**src/rtl/event_seq_pkg.sv**
```systemverilog
// Shared types for the event sequencer: FSM state, queued command record, widths.
package event_seq_pkg;

  localparam int TS_W           = 32;
  localparam int NUM_EVENTS_DEF = 5;
  localparam int DELAY_W_DEF    = 16;

  function automatic int id_width(input int num_events);
    return (num_events > 1) ? $clog2(num_events) : 1;
  endfunction

  localparam int ID_W_DEF = id_width(NUM_EVENTS_DEF);

  typedef enum logic {
    IDLE = 1'b0,
    RUN  = 1'b1
  } state_e;

  // Command record sized from the package defaults; the top's parameters default to the same values.
  typedef struct packed {
    logic [ID_W_DEF-1:0]    id;
    logic [DELAY_W_DEF-1:0] delay;
  } cmd_t;

endpackage

```
**src/rtl/event_seq_fifo.sv**
```systemverilog
// Synchronous command FIFO with flush; no bypass, so a push into an empty FIFO is visible next cycle.
module event_seq_fifo
  import event_seq_pkg::*;
#(
  parameter int DEPTH = 4
) (
  input  logic                   clk,
  input  logic                   rst,
  input  logic                   push_i,
  input  cmd_t                   wr_dat_i,
  input  logic                   pop_i,
  input  logic                   flush_i,
  output cmd_t                   rd_dat_o,
  output logic                   full_o,
  output logic                   empty_o,
  output logic [$clog2(DEPTH):0] count_o
);

  localparam int AW    = $clog2(DEPTH);
  localparam int CNT_W = AW + 1;

  cmd_t           mem_q [DEPTH];
  logic [AW-1:0]  wr_ptr_q, wr_ptr_d;
  logic [AW-1:0]  rd_ptr_q, rd_ptr_d;
  logic [AW:0]    cnt_q, cnt_d;
  logic           push_ok;
  logic           pop_ok;

  assign full_o   = (cnt_q == CNT_W'(DEPTH));
  assign empty_o  = (cnt_q == '0);
  assign count_o  = cnt_q;
  assign rd_dat_o = mem_q[rd_ptr_q];

  assign push_ok = push_i && !full_o;
  assign pop_ok  = pop_i && !empty_o;

  always_comb begin
    wr_ptr_d = wr_ptr_q;
    rd_ptr_d = rd_ptr_q;
    cnt_d    = cnt_q;
    if (flush_i) begin
      wr_ptr_d = '0;
      rd_ptr_d = '0;
      cnt_d    = '0;
    end else begin
      if (push_ok) wr_ptr_d = wr_ptr_q + 1'b1;
      if (pop_ok)  rd_ptr_d = rd_ptr_q + 1'b1;
      case ({push_ok, pop_ok})
        2'b10:   cnt_d = cnt_q + 1'b1;
        2'b01:   cnt_d = cnt_q - 1'b1;
        default: cnt_d = cnt_q;
      endcase
    end
  end

  always_ff @(posedge clk or posedge rst) begin
    if (rst) begin
      wr_ptr_q <= '0;
      rd_ptr_q <= '0;
      cnt_q    <= '0;
    end else begin
      wr_ptr_q <= wr_ptr_d;
      rd_ptr_q <= rd_ptr_d;
      cnt_q    <= cnt_d;
    end
  end

  // Storage needs no reset: only slots covered by cnt_q are ever read.
  always_ff @(posedge clk) begin
    if (push_ok && !flush_i) mem_q[wr_ptr_q] <= wr_dat_i;
  end

endmodule

```
**src/rtl/event_sequencer.sv**
```systemverilog
// Replays queued (delay, id) commands as one-cycle strobes on ev_pulse after a start strobe.
// Optional EVENT_SEQ_TIMESTAMP_EN adds a free-running cycle counter and last_ts/last_id capture.
module event_sequencer
  import event_seq_pkg::*;
#(
  parameter  int NUM_EVENTS = NUM_EVENTS_DEF,
  parameter  int DELAY_W    = DELAY_W_DEF,
  parameter  int DEPTH      = 4,
  localparam int ID_W       = id_width(NUM_EVENTS)
) (
  input  logic                  clk,
  input  logic                  rst,
  input  logic                  cmd_valid,
  output logic                  cmd_ready,
  input  logic [DELAY_W-1:0]    cmd_delay,
  input  logic [ID_W-1:0]       cmd_id,
  input  logic                  start,
  input  logic                  abort,
  output logic                  busy,
  output logic [NUM_EVENTS-1:0] ev_pulse,
  output logic                  done,
  output logic                  err
`ifdef EVENT_SEQ_TIMESTAMP_EN
  ,
  output logic [TS_W-1:0]       last_ts,
  output logic [ID_W-1:0]       last_id
`endif
);

  localparam int          CNT_W      = $clog2(DEPTH) + 1;
  localparam logic [31:0] NUM_EV_U32 = NUM_EVENTS;

  state_e                  state_q, state_d;
  logic [DELAY_W-1:0]      cnt_q, cnt_d;
  logic [ID_W-1:0]         id_q, id_d;
  logic [NUM_EVENTS-1:0]   pulse_q, pulse_d;
  logic                    done_q, done_d;
  logic                    err_q, err_d;

  cmd_t                    push_dat;
  cmd_t                    head;
  logic                    fifo_push;
  logic                    fifo_pop;
  logic                    fifo_full;
  logic                    fifo_empty;
  logic [CNT_W-1:0]        fifo_count;
  logic                    fifo_empty_nxt;
  logic [DELAY_W-1:0]      head_delay;
  logic                    fire;
  logic                    id_oob;
  logic                    start_empty;

  assign push_dat.id    = cmd_id;
  assign push_dat.delay = cmd_delay;

  assign cmd_ready = !fifo_full;
  assign fifo_push = cmd_valid && !fifo_full && !abort;

  event_seq_fifo #(
    .DEPTH (DEPTH)
  ) u_fifo (
    .clk      (clk),
    .rst      (rst),
    .push_i   (fifo_push),
    .wr_dat_i (push_dat),
    .pop_i    (fifo_pop),
    .flush_i  (abort),
    .rd_dat_o (head),
    .full_o   (fifo_full),
    .empty_o  (fifo_empty),
    .count_o  (fifo_count)
  );

  assign head_delay = (head.delay == '0) ? DELAY_W'(1) : head.delay;
  assign fire       = (state_q == RUN) && (cnt_q == DELAY_W'(1));
  assign id_oob     = (32'(id_q) >= NUM_EV_U32);

  // FIFO occupancy as seen next cycle; lets the registered done line up with the last pulse.
  assign fifo_empty_nxt = !fifo_push &&
                          ((fifo_count == '0) || ((fifo_count == CNT_W'(1)) && fifo_pop));

  always_comb begin
    state_d     = state_q;
    cnt_d       = cnt_q;
    id_d        = id_q;
    fifo_pop    = 1'b0;
    start_empty = 1'b0;
    if (abort) begin
      state_d = IDLE;
      cnt_d   = '0;
    end else begin
      case (state_q)
        IDLE: begin
          if (start) begin
            if (!fifo_empty) begin
              fifo_pop = 1'b1;
              state_d  = RUN;
              cnt_d    = head_delay;
              id_d     = head.id;
            end else begin
              start_empty = 1'b1;
            end
          end
        end
        RUN: begin
          if (cnt_q == DELAY_W'(1)) begin
            if (!fifo_empty) begin
              fifo_pop = 1'b1;
              cnt_d    = head_delay;
              id_d     = head.id;
            end else begin
              state_d = IDLE;
              cnt_d   = '0;
            end
          end else begin
            cnt_d = cnt_q - 1'b1;
          end
        end
        default: begin
          state_d = IDLE;
          cnt_d   = '0;
        end
      endcase
    end
  end

  // Outputs are decoded from next state so the strobe lands in the cycle the counter reads 1.
  always_comb begin
    pulse_d = '0;
    done_d  = 1'b0;
    if (!abort) begin
      if ((state_d == RUN) && (cnt_d == DELAY_W'(1))) begin
        for (int i = 0; i < NUM_EVENTS; i++) begin
          pulse_d[i] = (id_d == ID_W'(i));
        end
        done_d = fifo_empty_nxt;
      end
      if (start_empty) done_d = 1'b1;
    end
  end

  assign err_d = err_q || (fire && id_oob);

  always_ff @(posedge clk or posedge rst) begin
    if (rst) begin
      state_q <= IDLE;
      cnt_q   <= '0;
      id_q    <= '0;
      pulse_q <= '0;
      done_q  <= 1'b0;
      err_q   <= 1'b0;
    end else begin
      state_q <= state_d;
      cnt_q   <= cnt_d;
      id_q    <= id_d;
      pulse_q <= pulse_d;
      done_q  <= done_d;
      err_q   <= err_d;
    end
  end

  assign busy     = (state_q == RUN);
  assign ev_pulse = pulse_q;
  assign done     = done_q;
  assign err      = err_q;

`ifdef EVENT_SEQ_TIMESTAMP_EN
  logic [TS_W-1:0] ts_q, ts_d;
  logic [TS_W-1:0] last_ts_q, last_ts_d;
  logic [ID_W-1:0] last_id_q, last_id_d;

  // Every consumed slot is stamped, including out-of-range ids that raise no strobe.
  always_comb begin
    ts_d      = ts_q + 1'b1;
    last_ts_d = last_ts_q;
    last_id_d = last_id_q;
    if (fire) begin
      last_ts_d = ts_q;
      last_id_d = id_q;
    end
  end

  always_ff @(posedge clk or posedge rst) begin
    if (rst) begin
      ts_q      <= '0;
      last_ts_q <= '0;
      last_id_q <= '0;
    end else begin
      ts_q      <= ts_d;
      last_ts_q <= last_ts_d;
      last_id_q <= last_id_d;
    end
  end

  assign last_ts = last_ts_q;
  assign last_id = last_id_q;
`endif

endmodule

```
**config.mk**
```make
export PLATFORM = sky130hd
export DESIGN_NAME = event_sequencer
export DESIGN_NICKNAME = d
export VERILOG_FILES = /design/src/rtl/event_seq_pkg.sv /design/src/rtl/event_seq_fifo.sv /design/src/rtl/event_sequencer.sv
export SDC_FILE = /design/constraint.sdc
export NUM_CORES = 1
export LEC_CHECK = 0
export CAP_MARGIN = 20
export CORE_UTILIZATION = 30
export CTS_BUF_LIST = sky130_fd_sc_hd__clkbuf_16
export DETAILED_ROUTE_END_ITERATION = 10
export PLACE_DENSITY = 0.57
export SKIP_CTS_REPAIR_TIMING = 1
export SYNTH_ARGS = -nofsm -noshare
export SYNTH_HDL_FRONTEND = slang
export SYNTH_SLANG_ARGS = --single-unit
```
**constraint.sdc**
```tcl
create_clock -name clk -period 9.85 [get_ports clk]
set_input_delay 2.4625 -clock clk [delete_from_list [all_inputs] [get_ports clk]]
set_output_delay 2.4625 -clock clk [all_outputs]
set_load 0.01 [all_outputs]
```
Word level (Yosys, flattened, before mapping)

Memory sizes are Yosys's and may differ from the RTL's.
Index checks and enable logic that the tools add are counted.

Register bits: 34
Memory bits (writable): 76
Input port bits: 24
Output and inout port bits: 9
Memories kept: 1

$add $sub $neg: 5
Magnitude comparators: 1
Equality and inequality tests: 10
Mux-type cells: 37
Bitwise logic cells: 1
Reduce and logical (&&, ||, !) cells: 22

Memory list:

| name         | depth | width | rd ports | clocked after Yosys merged registers in | wr ports | RTL line             | source |
|---|---|---|---|---|---|---|---|
| u_fifo.mem_q | 4     | 19    | 1        | 0                                       | 1        | event_seq_fifo.sv:22 | `cmd_t mem_q [DEPTH];` |

Operators by type and width:

| operator                                              | count |
|---|---|
| two-way mux 16 bit                                    | 6 |
| equality test 16 x 1 -> 1 bit (second input constant) | 2 |
| case mux 16 bit (2 select lines)                      | 1 |
| logical NOT 16 bit                                    | 1 |
| subtractor 16 x 1 -> 16 bit (second input constant)   | 1 |
| two-way mux 1 bit                                     | 15 |
| two-way mux 3 bit                                     | 5 |
| case mux 3 bit (2 select lines)                       | 2 |
| logical AND 1 bit                                     | 10 |
| two-way mux 5 bit                                     | 2 |
| two-way mux 2 bit                                     | 4 |
| equality test 3 x 1 -> 1 bit (second input constant)  | 2 |
| equality test 3 x 2 -> 1 bit (second input constant)  | 2 |
| equality test 3 bit (second input constant)           | 2 |
| logical NOT 3 bit                                     | 2 |
| adder 2 x 1 -> 2 bit (second input constant)          | 2 |
| logical NOT 1 bit                                     | 4 |
| case mux 1 bit (2 select lines)                       | 2 |
| nonzero test 2 bit                                    | 2 |
| adder 3 x 1 -> 3 bit (second input constant)          | 1 |
| >= comparator 3 bit (second input constant)           | 1 |
| nonzero test 3 bit                                    | 1 |
| subtractor 3 x 1 -> 3 bit (second input constant)     | 1 |
| equality test 2 x 1 -> 1 bit (second input constant)  | 1 |
| other kinds (3)                                       | 4 |

Logic depth before layout (Yosys ltp)

Gate-level depths: netlist of the first run.
An unclocked memory read counts as a cell.

Depth after elaboration: 12
Mapped depth: 13

By module

Synthesis of the first run repeated with hierarchy kept, for this count alone.

Cell total of the unflattened synthesis: 371
Area total of the unflattened synthesis: 5351.4 um^2

By module, submodules not included:

| module          | times used | cells an instance | area each (um^2) | seq. area each (um^2) |
|---|---|---|---|---|
| event_seq_fifo  | 1          | 162               | 3291.9           | 2457.4 |
| event_sequencer | 1          | 209               | 2059.5           | 675.6 |

Worst setup path after synthesis of the first run

No wires, ideal clock.

Path kind: input -> register
Start: input port start
End: register pulse_q[1] (netlist: ev_pulse[1])
Library setup time: 0.089 ns
Data arrival time: 4.234 ns
Path slack: 5.527 ns
Stages on the path: 9
Path buffers: 2
Cells stage by stage: a21o_1 -> clkbuf_1 -> o21a_1 -> and2_1 -> clkbuf_1 -> a32o_1 -> nor4_1 -> nand4_1 -> nor3b_1

Longest elaborated chain between the ends: 7

Ends and longest elaborated chain:

| element                          | RTL line               | source |
|---|---|---|
| start, declared                  | event_sequencer.sv:17  | `input logic start,` |
| two-way mux 16 bit               | event_sequencer.sv:94  | `if (start) begin` |
| case mux 16 bit (2 select lines) | event_sequencer.sv:92  | `case (state_q)` |
| two-way mux 16 bit               | event_sequencer.sv:88  | `if (abort) begin` |
| via cnt_d[8]                     | event_sequencer.sv:34  | `logic [DELAY_W-1:0] cnt_q, cnt_d;` |
| equality test 16 x 1 -> 1 bit    | event_sequencer.sv:132 | `if ((state_d == RUN) && (cnt_d == DELAY_W'(1))) begin` |
| logical AND 1 bit                | event_sequencer.sv:132 |  |
| two-way mux 5 bit                | event_sequencer.sv:132 |  |
| two-way mux 5 bit                | event_sequencer.sv:131 | `if (!abort) begin` |
| via pulse_d[1]                   | event_sequencer.sv:36  | `logic [NUM_EVENTS-1:0] pulse_q, pulse_d;` |
| end signal, assigned             | event_sequencer.sv:156 | `pulse_q <= pulse_d;` |
| end, declared                    | event_sequencer.sv:36  |  |

The timed path passes the listed nets, and every way through them passes these cells.
A chain may end at the register's enable or synchronous reset.

Final worst setup path of the first run

Start: input port abort
End: register pulse_q[1] (netlist: ev_pulse[1])

Longest elaborated chain between the ends: 5

Ends and longest elaborated chain:

| element                       | RTL line               | source |
|---|---|---|
| start, declared               | event_sequencer.sv:18  | `input logic abort,` |
| two-way mux 16 bit            | event_sequencer.sv:88  |  |
| equality test 16 x 1 -> 1 bit | event_sequencer.sv:132 |  |
| logical AND 1 bit             | event_sequencer.sv:132 |  |
| two-way mux 5 bit             | event_sequencer.sv:132 |  |
| two-way mux 5 bit *           | event_sequencer.sv:131 |  |
| via pulse_d[1]                | event_sequencer.sv:36  |  |

Mark *: on every way through the listed nets, which the timed path passes. The rest lies on a longest branch.

==> results of run 1 <==
## cells in the mapped netlist (7+ instances only)
master	n
inv_1	22
ha_1	10
mux4_2	19
o21ai_0	9
nor3_1	11
a21oi_1	11
xnor2_1	9
nand3_1	8
edfxtp_1	76
clkbuf_1	12
nand2_1	14
nor4_1	12
o221ai_1	7
dfrtp_1	34
nor2_1	20
## kinds of logic after synthesis
kind of cell / after synthesis / synth area share, %
flip-flops: 110 / 60.3
buffers and inverters: 43 / 3.64
AO/OA/AOI/OAI: 73 / 10.5
AND/OR/NAND/NOR: 106 / 11.7
XOR/XNOR: 11 / 1.85
adder cells (fa/ha/maj): 10 / 2.41
multiplexers: 25 / 9.61
## worst max-delay path, delay by kind of cell
| family | cells | cell delay (ns) |
|---|---|---|
| compound gates | 2 | 0.42 |
| buf+inv | 2 | 1.39 |
| simple gates | 4 | 1.27 |
## final timing paths
| path | start | endpoint | cells after the start |
|---|---|---|---|
| min in group asynchronous | rst | cnt_q[6] | 3 |
| max in group asynchronous | rst | cnt_q[5] | 3 |
| hold / removal | err | err | 1 |
| setup / recovery | abort | ev_pulse[1] | 8 |
| setup reg to reg | cnt_q[1] | ev_pulse[1] | 10 |
| hold reg to reg | err | err | 1 |
## flip-flops by register name (all words and copies together) (netlist names)
| signal | flops |
|---|---|
| busy | 1 |
| cnt_q | 16 |
| done | 1 |
| err | 1 |
| ev_pulse | 5 |
| id_q | 3 |
| u_fifo.count_o | 3 |
| u_fifo.mem_q | 76 |
| u_fifo.rd_ptr_q | 2 |
| u_fifo.wr_ptr_q | 2 |
## layer usage
layer	wire [um]	up-vias	GRT usage, %	part of all wire, %
li1	-	1533	-	-
met1	5590	1720	20.0	45
met2	6050	101	24.2	48
met3	603	25	3.58	4.8
met4	310	0	4.80	2.5
met5	0	-	0	0
## cell type report
type                            instances  area share, %
Inverter                               23           1.44
Sequential cell                       110           52.2
Tap cell                              220           4.58
Clock buffer                            9           3.75
Timing Repair Buffer                   34           5.58
Multi-Input combinational cell        225           31.2
Clock inverter                          7           1.29
## power breakdown
part | total (mW) | internal, mW | leakage, nW | switching, mW
clock network | 0.373 | 0.201 | 0.147 | 0.172
registers | 0.606 | 0.541 | 1.14 | 0.0646
logic | 0.443 | 0.185 | 0.823 | 0.259
total | 1.42 | 0.927 | 2.11 | 0.495
## cells in the final DEF (no fill, tap or decap), types with 7 or more instances in the layout
master	count
nand3_1	8
nand2_1	14
dfrtp_1	34
nor4_1	12
o21ai_0	9
clkdlybuf4s50_1	32
inv_1	22
nor2_1	20
clkbuf_16	9
nor3_1	11
a21oi_1	11
mux4_2	19
o221ai_1	7
xnor2_1	9
ha_1	10
edfxtp_1	76
==> summary.md, run 1 <==
| Metric | Value |
|---|---|
| Area Overhead vs Synth | 15.6% |
| Synth area leaders | edfxtp_1, dfrtp_1, mux4_2 |
| Max Slew Vio Count | 0 |
| Max-Cap Viols | 0 |
| Crit-path cells | clkdlybuf4s50_1, inv_1, o21a_1, and2_1, a32oi_1, nor4bb_1, nand4_1, nor3b_1 |
| Per-cell routed wire length | 20.0 um |
| Clk slew on worst S/H paths | 0.07 ns |
| Io pins | 33 |
| Worst path max stage delay | ~1.1 ns |
| Residual DRC count | 0 |
| Hold Worst Slack | ~0.51 ns |
| Grt ovf | 0 |
| Arrival time worst endpoint | 5.55 ns |
| Later-pin clock latency in the skew report | ~0.34 ns |
| Worst EP required | just over 10 ns |
| Final instance area | between 6000 and 7000 um^2 |
| Final Hold Vio Count | 0 |
| Synth Flop Type | edfxtp_1 |
| Outcome | finished clean |
| H-tree depth | 3 |
| Post-synth cell types | 68 |
| Critical Path Sink Type | flip-flop |
| CTS sink cnt | 110 |
| Finished Core Util | a little over a third |
| Global-route wire length before repair | 20000 um |
| IO buf count | 32 |
| DR pass1 iterations | 4 |
| Max Clock Freq | 189 MHz |
| Slowest-stage cell, CP | clkdlybuf4s50_1 |
| Setup Viol. Count Final | 0 |
| Initial antenna violation count | 0 |
| Critical path launch point type | primary input |
| Total power | 1.42 mW |
| Placement Cell Area | around 5700 um^2 |
| Die width | ~130 um |
| Total CTS buffers | 9 |
| Share of layout cells above drive strength 1 | 13.0% |
| Die footprint | 17900 um^2 |
| DRT iter0 DRCs | 219 |
| Worst-margin pin slew | 1.02 ns |
| Dpl cells | 612 |
| Non-filler cells, final | between 600 and 700 |
| Routed Antenna Nets | 0 |
| Via count | 3379 |
| Hold Path Class | reg -> reg |
| Setup CP Type | in -> reg |
| Largest net degree at the start of global routing | 35 |
| Multi-input gate area | 1870 um^2 |
| Mapped Nets | 412 |
| Routed wire length | roughly 13000 um |
| Nets | 437 |
| Setup TNS | 0 ns |
| GRT Total Usage | 15.0% |
| EDFF count, synth | 76 |
| Leak Pwr | roughly 2.1 nW |
| Place WS | around 4.2 ns |
| Antenna Cells | 0 |
| Cell accounting for the most synthesized area | edfxtp_1 |
| Initial core utilization | 31.0% |
| Final period utilization | 53.8% |
| Synth Warn # | 0 |
| Number of global-route vias before repair | 3474 |
| Row cnt | 47 |
| Final setup margin | 4.55 ns |
| Slew headroom | 31.8% |
| RSZ-0062 raised after global routing | no |
| Cell count after synthesis | 378 |
| Core outline area | approximately 17000 um^2 |
| Worst vdd ir | 0.000102 V |
| Worst-path fanout max | 22 |
| DR vias/cell | 5.38 |
| CTS tree | yes |
| Vert. Die Dim | 134 um |
| Min Tclk post-route | 5.30 ns |
| Post-Syn Area per Cell | 13.7 um^2 |
| DPL Wire Length | ~8700 um |
| Synth top area share | 43.9% |
| Seq. cell area | between 3000 and 4000 um^2 |
| Seq cells post-synth | 110 |
| Ys async rst share | 30.9% |
| # fillers | 1618 |
| GPL Wtd Cong | between 0.9 and 1 |
| Reg2Reg Setup Slack | roughly 6.1 ns |
| Pwr dens | ~240 nW/um^2 |
| Register area share after synthesis | 60.3% |
| Root Driver | clkbuf_16 |
| Mapped cell area | approximately 5200 um^2 |
| Clk_skew | 0.0104 ns |
| Clock Path Buffers | 2 |
No activity file was read; power rests on OpenSTA's default activity.
==> run 2: changes to the inputs <==
clock period = 5.05 ns   (was 9.85 ns; I/O delays follow)
==> run 2 against run 1 <==
- worst hold slack worse by 0.011 ns
- design area up 0.25%
- non-clock buffer count up 2
- final cell count up 0.32%
- clock skew down 0.0030 ns
- clock power up 92%
- critical path depth up 2
- via count down 2.0%
- register-to-register slack worse by 4.7 ns
- largest cell class unchanged
- wire length down 4.5%
==> summary.md, run 2 (synthesis results as in run 1) <==
| Metric | Value |
|---|---|
| Outcome | finished clean |
| Place WS | 1.07 ns |
| GPL Wtd Cong | between 0.8 and 0.9 |
| Share of layout cells above drive strength 1 | 13.2% |
| Antenna Cells | 0 |
| Row cnt | 47 |
| Worst path max stage delay | 0.67 ns |
| Grt ovf | 0 |
| CTS tree | yes |
| Final setup margin | 1.37 ns |
| Hold Path Class | reg -> reg |
| IO buf count | 32 |
| Later-pin clock latency in the skew report | 0.34 ns |
| Max Clock Freq | 272 MHz |
| Per-cell routed wire length | 19.0 um |
| DPL Wire Length | around 8500 um |
| Final period utilization | 72.9% |
| Die width | 134 um |
| Total CTS buffers | 9 |
| Nets | around 440 |
| Initial core utilization | 31.0% |
| RSZ-0062 raised after global routing | no |
| Global-route wire length before repair | 19000 um |
| Max-Cap Viols | 0 |
| Max FFs per register | 76 |
| Via count | 3312 |
| Critical path launch point type | flip-flop |
| # fillers | 1625 |
| H-tree depth | 3 |
| Slew headroom | 33.6% |
| Leak Pwr | 2.12 nW |
| Core outline area | 16800 um^2 |
| Reg2Reg Setup Slack | 1.37 ns |
| Root Driver | clkbuf_16 |
| Most common cell after layout, fill and taps aside | edfxtp_1 |
| CTS sink cnt | 110 |
| Most frequent cells in the layout | edfxtp_1, dfrtp_1, clkdlybuf4s50_1, inv_1, nor2_1 |
| Routed wire length | 12000 um |
| Top reg by flops | u_fifo.mem_q |
| Number of global-route vias before repair | 3348 |
| Io pins | 33 |
| DRT iter0 DRCs | 302 |
| Final Hold Vio Count | 0 |
| Slowest-stage cell, CP | or4b_2 |
| Critical Path Sink Type | flip-flop |
| Worst vdd ir | 0.000166 V |
| GRT Total Usage | between 10 and 15% |
| Clk_skew | 0.00736 ns |
| Worst-margin pin slew | 0.996 ns |
| DR vias/cell | 5.26 |
| Clock Path Buffers | 2 |
| Area Overhead vs Synth | 15.9% |
| Setup TNS | 0 ns |
| Max Slew Vio Count | 0 |
| Min Tclk post-route | about 3.7 ns |
| DR pass1 iterations | 5 |
| Setup CP Type | reg -> reg |
| Die footprint | 17900 um^2 |
| Worst EP required | 5.33 ns |
| Clk slew on worst S/H paths | 0.07 ns |
| Largest net degree at the start of global routing | 35 |
| Arrival time worst endpoint | 3.96 ns |
| Vert. Die Dim | approximately 130 um |
| Worst-path fanout max | 9 |
| Setup Viol. Count Final | 0 |
| Crit-path cells | inv_1, ha_1, or4b_2, nor4_4, nand2_4, a211o_1, mux2_4, or2_1, nor3b_2, and4_1 |
| Routed Antenna Nets | 0 |
| Pwr dens | 457 nW/um^2 |
| Residual DRC count | 0 |
| Initial antenna violation count | 0 |
==> run 2: changes by cell type in the layout (fill, tap and decap cells not counted), sizes merged <==
| cell | change |
|---|---|
| clkinv | +1 |
| clkinvlp | -1 |
| buf | +2 |
==> run 2: power breakdown <==
group | switching, mW | internal (mW) | total (mW)
Clock | 0.325 | 0.391 | 0.716
Sequential | 0.139 | 1.06 | 1.19
Combinational | 0.480 | 0.363 | 0.843
==> run 2: cell type report <==
cell class / count / area [um^2] / share of cell area [%]
Clock inverter: 7 / 77.6 / 1.29
Clock buffer: 9 / 225 / 3.74
Tap cell: 220 / 275 / 4.57
Sequential cell: 110 / 3130 / 52.0
Inverter: 23 / 86.3 / 1.43
Multi-Input combinational cell: 225 / 1870 / 31.1
Timing Repair Buffer: 36 / 350 / 5.82
==> run 2: critical path, delay by kind of cell, from the launching register on <==
family | cells | cell delay (ns)
AOI/OAI and AO/OA | 1 | 0.51
buffers and inverters | 1 | 0.12
muxes | 1 | 0.38
DFF | 1 | 0.46
and+or+nand+nor | 6 | 1.98
adders and majority gates | 1 | 0.17
==> run 2: layer usage <==
metal  track usage [%]  vias up  share of wire (%)
met2              22.7      109                 48
met3              3.39       12                5.2
met5                 0        -                  0
met4              4.29        0                1.5
li1                  -     1534                  -
met1              18.8     1657                 45
==> run 2: stage by stage <==
step                      hold slack [ns]  instances  power, mW  cell area, um^2  utilization [%]
final                               0.498        630       2.75             6020             35.9
after global routing                0.539        630       2.89             6020             35.9
after CTS                           0.498        630       2.77             6020             35.9
after detailed placement            0.477        614       2.05             5720             34.1
after global placement              0.474        614       2.05             5720             34.1
after floorplan                     0.498        378       1.81             5200                -
==> run 2: worst paths after layout <==
kind	from	endpoint	depth (start not counted)
min in group asynchronous	rst	u_fifo.count_o[1]	3
worst min-delay path	err	err	1
worst min register to register	err	err	1
worst max-delay path	cnt_q[1]	ev_pulse[4]	10
worst max register to register	cnt_q[1]	ev_pulse[4]	10
max in group asynchronous	rst	cnt_q[5]	3
==> run 3: changes to the inputs <==
clock period = 3.8 ns   (was 5.05 ns; I/O delays follow)
==> run 3 against run 2 <==
- critical path depth is 1 higher
- core utilization is 0.98 points higher
- sequential power is 30% higher
- die area stayed put
- worst hold slack better by 0.012 ns
- global-route usage is 0.55 points higher
- clock skew is 0.0032 ns higher
- via count is 1.0% higher
- clock-buffer cell count stayed put
- largest cell class unchanged
==> summary.md, run 3 (synthesis results as in run 1) <==
| Metric | Value |
|---|---|
| R2R cell count | 11 |
| Share of layout cells above drive strength 1 | 17.5% |
| Clk slew on worst S/H paths | around 0.07 ns |
| Cell count along the critical path | 11 |
| Leak Pwr | 2.21 nW |
| CTS tree | yes |
| Setup TNS | 0 ns |
| Final period utilization | about 95% |
| Total CTS buffers | 9 |
| Worst Path Buf+Inv | 2 |
| Min Tclk post-route | 3.63 ns |
| Initial antenna violation count | 0 |
| DRT iter0 DRCs | about 280 |
| Hold Worst Slack | a little over 0.5 ns |
| Non-filler cells, final | 643 |
| DR vias/cell | about 5.2 |
| Grt ovf | 0 |
| H-tree depth | 3 |
| Placement Cell Area | a little under 6000 um^2 |
| GRT Total Usage | 14.7% |
| Hold Path Class | reg -> reg |
| CP endpoint | ev_pulse[4] |
| Worst vdd ir | 0.000236 V |
| Clock Path Buffers | 2 |
| Worst-path fanout max | 9 |
| Place WS | 0.0631 ns |
| Worst reg2reg path endpoint | ev_pulse[4] |
| Crit-path cells | inv_1, ha_1, or4b_2, nor4_4, buf_4, nand2_4, a211o_1, mux2_4, or2_1, nor3b_2, and4_1 |
| Later-pin clock latency in the skew report | 0.35 ns |
| Max Clock Freq | 276 MHz |
| CTS sink cnt | 110 |
| Row cnt | 47 |
| Final Hold Vio Count | 0 |
| Worst-margin pin slew | between 0.8 and 0.9 ns |
| Residual DRC count | 0 |
| Critical path launch point type | flip-flop |
| Die footprint | between 15000 and 20000 um^2 |
| Routed Antenna Nets | 0 |
| Setup CP Type | reg -> reg |
| Via count | 3346 |
| Most common cell after layout, fill and taps aside | edfxtp_1 |
| Critical Path Sink Type | flip-flop |
| IO buf count | 32 |
| Top reg by flops | u_fifo.mem_q |
| Pwr dens | 615 nW/um^2 |
| DR pass1 iterations | 4 |
| Final setup margin | ~0.17 ns |
| Max-Cap Viols | 0 |
| Total power | 3.81 mW |
| Finished Core Util | 36.9% |
| Routed wire length | about 12000 um |
| Vert. Die Dim | 134 um |
| Max Slew Vio Count | 0 |
| Setup Viol. Count Final | 0 |
| Core outline area | 16800 um^2 |
| Antenna Cells | 0 |
| Reg2Reg Setup Slack | 0.17 ns |
| Global-route wire length before repair | 19700 um |
| Dpl cells | 625 |
| DPL Wire Length | 8470 um |
| Initial core utilization | between 30 and 40% |
| Clk_skew | about 0.011 ns |
| Io pins | 33 |
| Area Overhead vs Synth | 19.0% |
| Slew headroom | about 43% |
| Final instance area | a little over 6000 um^2 |
| Number of global-route vias before repair | ~3500 |
| Root Driver | clkbuf_16 |
| Worst Hold Path Cells | 1 |
| Nets | between 400 and 500 |
| CP top delay family | simple AND/OR/NAND/NOR gates |
| Worst path max stage delay | roughly 0.70 ns |
| Per-cell routed wire length | ~19 um |
| Most frequent cells in the layout | edfxtp_1, dfrtp_1, clkdlybuf4s50_1, inv_1, nor2_1 |
| Crit. Startpoint | cnt_q[1] |
| Slowest-stage cell, CP | or4b_2 |
| Outcome | finished clean |
| Largest net degree at the start of global routing | 35 |
| Arrival time worst endpoint | 3.91 ns |
| Max FFs per register | between 70 and 80 |
| Die width | between 100 and 150 um |
| Worst EP required | 4.08 ns |
| Worst r2r src | cnt_q[1] |
| GPL Wtd Cong | 0.860 |
run 3: changes by cell type in the layout (fill, tap and decap cells not counted), moves of 2 or more:
cell	previous run	this run
buf_4	4	17
clkinv_1	3	1
nor4_1	12	10
nor4_2	0	2
run 3: cell type report:
cell class	instances	area (um^2)
Timing Repair Buffer	49	448
Clock buffer	9	225
Clock inverter	7	114
Fill cell	1600	10600
Multi-Input combinational cell	225	1900
Tap cell	220	275
Sequential cell	110	3130
Inverter	23	86.3
run 3: worst reg2reg max path: cells and delay by family (launching register included):
kind,cells,cell delay [ns]
AND/OR/NAND/NOR,6,1.69
buffers and inverters,2,0.34
adder cells (fa/ha/maj),1,0.22
AO/OA/AOI/OAI,1,0.45
flip-flops,1,0.50
multiplexers,1,0.38
run 3: how the worst min path moves through the flow:
| stage | startpoint | to | slack (ns) |
|---|---|---|---|
| 2_1_floorplan | id_q[2] | id_q[2] | 0.50 |
| 3_3_place_gp | err | err | 0.49 |
| 3_5_place_dp | err | err | 0.50 |
| 4_1_cts | err | err | 0.52 |
| 5_1_grt | err | err | 0.54 |
| 6_report | err | err | 0.51 |
run 3: power breakdown:
part | switching, mW | total [mW] | internal, mW | leakage [nW]
registers | 0.144 | 1.55 | 1.40 | 1.14
clock network | 0.440 | 1.03 | 0.593 | 0.165
logic | 0.707 | 1.23 | 0.520 | 0.902
total | 1.29 | 3.81 | 2.52 | 2.21
run 3: routing by layer:
metal	track usage, %	routed length, um	up-vias
li1	-	-	1558
met1	19.7	5570	1663
met2	23.6	5880	108
met3	3.23	674	17
met4	4.48	165	0
met5	0	0	-
